--- config.mk ---
export PLATFORM = sky130hd
export DESIGN_NAME = fmul_result_queue
export DESIGN_NICKNAME = d
export VERILOG_FILES = /design/src/rtl/fmul_result_queue.sv
export SDC_FILE = /design/constraint.sdc
export NUM_CORES = 1
export LEC_CHECK = 0
export CAP_MARGIN = 10
export CORE_AREA = 2 2 113 115
export CTS_BUF_LIST = sky130_fd_sc_hd__clkbuf_2
export DETAILED_ROUTE_END_ITERATION = 6
export DIE_AREA = 0 0 115 117
export PLACE_DENSITY_LB_ADDON = 0.25
export SLEW_MARGIN = 20
export SYNTH_ARGS = -nofsm -noshare
export SYNTH_HDL_FRONTEND = slang
export SYNTH_SLANG_ARGS = --single-unit
--- constraint.sdc ---
create_clock -name clk -period 3.7 [get_ports clk]
set_input_delay 0.74 -clock clk [delete_from_list [all_inputs] [get_ports clk]]
set_output_delay 0.74 -clock clk [all_outputs]
set_load 0.05 [all_outputs]
--- src/rtl/fmul_result_queue.sv ---
// fmul_result_queue: small FIFO that holds fmul results (data, overflow,
// underflow) with their destination tag until writeback takes them. It also
// keeps sticky FPU exception flags that the CSR unit can read and clear.
// in_ready and out_valid come only from registered state. There is no path
// from the inputs straight through to the outputs.
module fmul_result_queue #(
   parameter int DEPTH = 4,
   parameter int TAG_W = 5
) (
   input  logic                         clk,
   input  logic                         rstn,
   input  logic                         in_valid,
   output logic                         in_ready,
   input  logic [TAG_W-1:0]             in_tag,
   input  logic [31:0]                  in_data,
   input  logic                         in_overflow,
   input  logic                         in_underflow,
   output logic                         out_valid,
   input  logic                         out_ready,
   output logic [TAG_W-1:0]             out_tag,
   output logic [31:0]                  out_data,
   output logic                         out_overflow,
   output logic                         out_underflow,
   output logic [$clog2(DEPTH+1)-1:0]   count,
   output logic                         flag_overflow,
   output logic                         flag_underflow,
   output logic                         flag_invalid,
   input  logic                         flags_clear
);

   localparam int PTR_W = $clog2(DEPTH);
   localparam int CNT_W = $clog2(DEPTH + 1);

   typedef struct packed {
      logic [TAG_W-1:0] tag;
      logic [31:0]      data;
      logic             ovf;
      logic             unf;
   } entry_t;

   entry_t           mem_q [DEPTH];
   logic [PTR_W-1:0] wr_ptr_q, wr_ptr_d;
   logic [PTR_W-1:0] rd_ptr_q, rd_ptr_d;
   logic [CNT_W-1:0] count_q, count_d;
   logic             flag_ovf_q, flag_ovf_d;
   logic             flag_unf_q, flag_unf_d;
   logic             flag_inv_q, flag_inv_d;
   logic             push, pop, in_nan;
   entry_t           head;

   // Handshake status depends only on the registered occupancy count.
   assign in_ready  = (count_q != CNT_W'(DEPTH));
   assign out_valid = (count_q != '0);
   assign push      = in_valid && in_ready;
   assign pop       = out_valid && out_ready;
   assign in_nan    = (in_data[30:23] == 8'hFF) && (in_data[22:0] != '0);

   // Compute the next pointers, occupancy and sticky flags.
   always_comb begin
      // NOTE: every signal gets a default first, so no path through this block can infer a latch.
      wr_ptr_d   = wr_ptr_q;
      rd_ptr_d   = rd_ptr_q;
      count_d    = count_q;
      flag_ovf_d = flag_ovf_q;
      flag_unf_d = flag_unf_q;
      flag_inv_d = flag_inv_q;

      // The pointers are log2(DEPTH) bits wide, so they wrap modulo DEPTH
      // without extra logic.
      if (push) wr_ptr_d = wr_ptr_q + PTR_W'(1);
      if (pop)  rd_ptr_d = rd_ptr_q + PTR_W'(1);

      case ({push, pop})
         2'b10:   count_d = count_q + CNT_W'(1);
         2'b01:   count_d = count_q - CNT_W'(1);
         default: count_d = count_q;
      endcase

      // A clear in the same cycle as a push loses to the push: the push
      // still sets its own bits.
      if (flags_clear) begin
         flag_ovf_d = 1'b0;
         flag_unf_d = 1'b0;
         flag_inv_d = 1'b0;
      end
      if (push) begin
         flag_ovf_d = flag_ovf_d | in_overflow;
         flag_unf_d = flag_unf_d | in_underflow;
         flag_inv_d = flag_inv_d | in_nan;
      end
   end

   // Control state registers, with synchronous active-low reset.
   always_ff @(posedge clk) begin
      // NOTE: sequential state uses non-blocking assignments, so every flop samples its pre-edge value.
      if (!rstn) begin
         wr_ptr_q   <= '0;
         rd_ptr_q   <= '0;
         count_q    <= '0;
         flag_ovf_q <= 1'b0;
         flag_unf_q <= 1'b0;
         flag_inv_q <= 1'b0;
      end else begin
         wr_ptr_q   <= wr_ptr_d;
         rd_ptr_q   <= rd_ptr_d;
         count_q    <= count_d;
         flag_ovf_q <= flag_ovf_d;
         flag_unf_q <= flag_unf_d;
         flag_inv_q <= flag_inv_d;
      end
   end

   // Write the accepted result into the slot at the write pointer.
   always_ff @(posedge clk) begin
      // NOTE: storage is left out of reset on purpose; out_valid masks any stale entries.
      if (push) mem_q[wr_ptr_q] <= '{tag: in_tag, data: in_data, ovf: in_overflow, unf: in_underflow};
   end

   // Present the head entry, forced to zero while the queue is empty.
   always_comb begin
      head = '0;
      if (out_valid) head = mem_q[rd_ptr_q];
   end

   assign out_tag        = head.tag;
   assign out_data       = head.data;
   assign out_overflow   = head.ovf;
   assign out_underflow  = head.unf;
   assign count          = count_q;
   assign flag_overflow  = flag_ovf_q;
   assign flag_underflow = flag_unf_q;
   assign flag_invalid   = flag_inv_q;

endmodule

== Yosys cells after proc, flatten, opt, wreduce, memory -nomap -nowiden ==
Memory sizes are Yosys's and may differ from the RTL's. A register that Yosys moved wholly into a read port is not among the register bits.
Cells that the tools add are included.
Word-level totals
  memory bits (writable): 156
  bits in registers: 10
  memories: 1
Cells by class
  bitwise gates (word level): 3
  mux-type cells: 12
  reductions and logical operators: 6
  equality and inequality tests: 4
  $add $sub $neg: 4
Memories
  mem_q: words 4, width 39, rd ports 1, clocked after Yosys merged registers in 1, wr ports 1, line 41  | entry_t mem_q [DEPTH];
Operator list (number)
  39-bit 2-to-1 mux: 1
  23-bit nonzero test: 1
  8-bit equality test, second input constant: 1
  1-bit 2-to-1 mux: 8
  3-bit one-hot mux with 2 select lines: 1
  2-bit by 1-bit adder with 2-bit output, second input constant: 2
  2-bit 2-to-1 mux: 2
  3-bit by 1-bit adder with 3-bit output, second input constant: 1
  1-bit logical AND: 3
  3-bit inequality test, second input constant: 1
  1-bit OR: 3
  3-bit nonzero test: 1
  3-bit by 1-bit subtractor with 3-bit output, second input constant: 1
  2-bit by 1-bit equality test with 1-bit output, second input constant: 1
  2-bit equality test, second input constant: 1
  2-bit nonzero test: 1

== Longest topological paths before layout ==
  word-level depth: 4
  mapped depth: 10
  mapped depth without buffers: 9

== Worst setup path after synthesis ==
No wires, ideal clock.
  path type: register to register
  start: register count_q[2], in the netlist count[2]
  end: register count_q[2], in the netlist count[2]
  library setup time: 76 ps
  cell stages (with the launch flop): 11
  data required time: 3624 ps
  setup slack: 921 ps
  path buffers: 1
  arrival time: 2703 ps
  cells stage by stage: dfxtp_1 > or3b_4 > and2_4 > buf_6 > inv_1 > ha_1 > inv_1 > fa_1 > xor2_1 > or3_1 > a21boi_0
On the way
  word-level cells in the longest chain between the ends: 4
  elaborated cells on any way between the ends: 10
  classes of those cells: add/sub (2); eq/ne (3); mux (1); reduce/logical (4)
Ends and longest elaborated chain
  start, declared: line 44  | logic [CNT_W-1:0] count_q, count_d;
  start signal, assigned: line 106  | count_q <= count_d;
  3-bit inequality test (*): line 52  | assign in_ready = (count_q != CNT_W'(DEPTH));
  named net in_ready: line 13  | output logic in_ready,
  1-bit logical AND (*): line 54  | assign push = in_valid && in_ready;
  2-bit by 1-bit equality test with 1-bit output / 2-bit equality test (equally long branches): line 73  | case ({push, pop})
  3-bit one-hot mux with 2 select lines / 2-bit nonzero test (equally long branches)
The timed path passes the listed nets; every way through them passes the cells marked *.
A chain may end at the register's enable or synchronous reset.

== Worst setup path after layout ==
  start: register count_q[0], in the netlist count[0]
  end: output out_data[19]
On the way
  word-level cells in the longest chain between the ends: 2
Ends and longest elaborated chain
  3-bit nonzero test: line 53  | assign out_valid = (count_q != '0);
  39-bit 2-to-1 mux: line 122  | if (out_valid) head = mem_q[rd_ptr_q];
  end, declared: line 21  | output logic [31:0] out_data,
Every way passes these cells.

==> reports/qor.yml <==
critical_path:
  reg2regPathDepth: 9
  crit_buf_inv: 2
  cpPeakStageDelay_ns: 0.82
  cp.arrival_ns: 2.75
  cp_top_family: "buffers and inverters"
  startpoint_type: "register"
  worst-path-max-fanout: 42
  cp.required_ns: 2.96
  criticalPathCategory: "register to output pin"
  slowest_stage: "clkdlybuf4s50_1"
  cp-end-kind: "output pin"
  cp.depth: 4
  path_cells: "or3_1, buf_4, and2_1, clkdlybuf4s50_1"
timing:
  skew_ns: 0.02851
  finalSetupViolations: 0
  setup_tns_ns: 0
  layout_min_cycle_time_ns: 3.493
  finalMaxSlewViolations: 0
  fmaxAchievable_mhz: 286.3
  worstMarginPinSlew_ns: 0.6045
  min_period_over_period_pct: 94.41
  hold_ws_ns: 0.5233
  relSlewSlack_pct: 59.70
  rsz0062_at_grt: "false"
  hold_viol: 0
routing:
  routedWlPerCell_um: 20.30
  viasPerCell: 5.573
  via_count: 3288
  drt_pass1_iterations: 4
  post-route-drc-count: 0
  routed_wl_um: 11980
  ant_nets: 0
  drtIter0Drc: 143
floorplanning:
  chipHeight_um: 117
  io_pins: 91
  num_rows: 41
  die_w_um: 115
  core-area_mm2: 0.01231
  initial_core_util_pct: 53.12
  die-area_mm2: 0.01346
synth:
  synth-main-ff-cell: "edfxtp_1"
  synth_most_common_cell: "edfxtp_1"
  synth_area_leaders: "edfxtp_1 (72%), mux4_2 (13%), and2_1 (4.2%), dfxtp_1 (3.7%), ha_1 (0.96%)"
  syn_area_mm2: 0.006540
  yosysWarnings: 0
  synth_top_cell_by_area: "edfxtp_1"
  syn_area_per_cell_um2: 20.44
  yosysSeqAreaShare_pct: 75.30
  netlist_instances: 320
  yosys-top-cells-count: "edfxtp_1 (156), and2_1 (44), mux4_2 (39)"
  syn_nets: 370
  synth-seq-cells: 168
  synth_top_cell_area_share_pct: 71.63
  synthArstFlopShare_pct: 0
  synth_edf_count: 156
  synth.distinct_cells: 28
final_layout:
  utilization_pct: 64.44
  final_cells: 590
  area_delta_synth_final_pct: 21.31
  diodes: 0
  fin_nets: 477
  drive_gt1_share_pct: 20.45
power_and_ir_drop:
  power_mw: 6.019
  leakagePower_nw: 2.751
  ir_drop_mv: 0.7096
  cellPowerDensity_mw_per_mm2: 758.6
placement:
  port_buffers: 90
  gp_congestion: 0.7740
  hpwl_um: 7550
  numPlacedInstances: 557
hold_path:
  hold_depth: 2
  hold_path.class: "register to register"
cts:
  cts_buffer_depth: 2
  cts_tree: "built"
  cts_sinks: 168
  root_buffer: "clkbuf_2"
  worstSkewPairLatency_ns: 0.72
  ctsHtreeMaxLevel: 4
  numCtsBuffers: 17
  cts_hold_buf: 0
  clk_pin_slew_worst_paths_ns: 0.23
run_status:
  status: "completed"
grt:
  grt_max_degree: 43
  grt_pass1_wl_um: 18460
  grt_overflow: 0
  grt_antenna_before_repair: 0
  grt_pass1_vias: 3405
  grt.total_usage_pct: 19.12
run:
  maxCapViolations: 0
[placed cells by master (no fill, tap or decap), types with 6 or more instances in the layout]
cell type / count
dlymetal6s2s_1: 9
buf_4: 7
edfxtp_1: 156
clkdlybuf4s50_1: 61
nor2b_1: 7
clkbuf_2: 17
and2_1: 44
dlygate4sd2_1: 20
dfxtp_1: 10
mux4_2: 39
inv_1: 6
clkinvlp_4: 6
[logic make-up (layout without fill, tap and decap cells)]
family | Yosys count | after routing | synth area share (%)
AOI/OAI and AO/OA | 6 | 6 | 0.5358
adders and majority gates | 6 | 6 | 1.263
and+or+nand+nor | 75 | 75 | 7.078
DFF | 168 | 168 | 75.30
xor gates and xnor gates | 5 | 5 | 0.6696
buffers and inverters | 20 | 140 | 1.569
muxes | 40 | 40 | 13.58
[layout make-up]
| type | count | area, um^2 |
|---|---|---|
| clock buffers | 17 | 85.08 |
| clock inverters | 15 | 153.9 |
| fillers | 877 | 4378 |
| inverters | 6 | 22.52 |
| multi-input cells | 132 | 1518 |
| flip-flops and latches | 168 | 4930 |
| well taps | 150 | 187.7 |
| repair buffers | 102 | 1037 |
[path summary, 6_finish.rpt]
path / from / to / slack (ns)
max: count[0]$_SDFFE_PN0P_ / out_data[19] / 0.21
min: flag_invalid$_SDFF_PN0_ / flag_invalid$_SDFF_PN0_ / 0.52
max reg2reg: count[0]$_SDFFE_PN0P_ / count[2]$_SDFFE_PN0P_ / 1.20
min reg2reg: flag_invalid$_SDFF_PN0_ / flag_invalid$_SDFF_PN0_ / 0.52
[metrics by stage]
stage / cell area [um^2] / setup slack [ns]
final: 7934 / 0.2069
after global routing: 7934 / 0.004400
after CTS: 7911 / 0.003015
after floorplan: 6540 / 0.9214
after global placement: 7679 / 0.6120
after detailed placement: 7679 / 0.6148
[worst reg2reg max path: cells and delay by family (launching register included)]
| kind | cells | cell delay, ns |
|---|---|---|
| and+or+nand+nor | 3 | 0.68 |
| DFF | 1 | 0.48 |
| adders and majority gates | 2 | 0.56 |
| AOI/OAI and AO/OA | 1 | 0.16 |
| buffers and inverters | 2 | 0.43 |
| xor gates and xnor gates | 1 | 0.15 |
[where the power goes]
group	switching, mW	internal (mW)	leakage, nW
Sequential	0.102	2.30	1.53
Clock	0.627	0.308	0.126
Combinational	1.70	0.985	1.09
Total	2.42	3.59	2.75
[timing repair]
action,in CTS,in global routing
resized for setup,21,9
buffers inserted,1,0
endpoints found under the setup margin,37,9
[registers in the layout, indices dropped and copies added (netlist names), named ones only]
name	count
flag_underflow	1
flag_overflow	1
count	3
mem_q	156
flag_invalid	1
rd_ptr_q	2
wr_ptr_q	2
[layer usage]
| metal | up-vias | global-route usage, % | share of wire, % |
|---|---|---|---|
| met1 | 1690 | 25.71 | 44 |
| met3 | 16 | 5.304 | 5.4 |
| met2 | 97 | 30.59 | 49 |
| met4 | 0 | 6.827 | 1.4 |
| li1 | 1485 | - | - |
| met5 | - | 0 | 0 |
No activity file was read; power rests on OpenSTA's default activity.
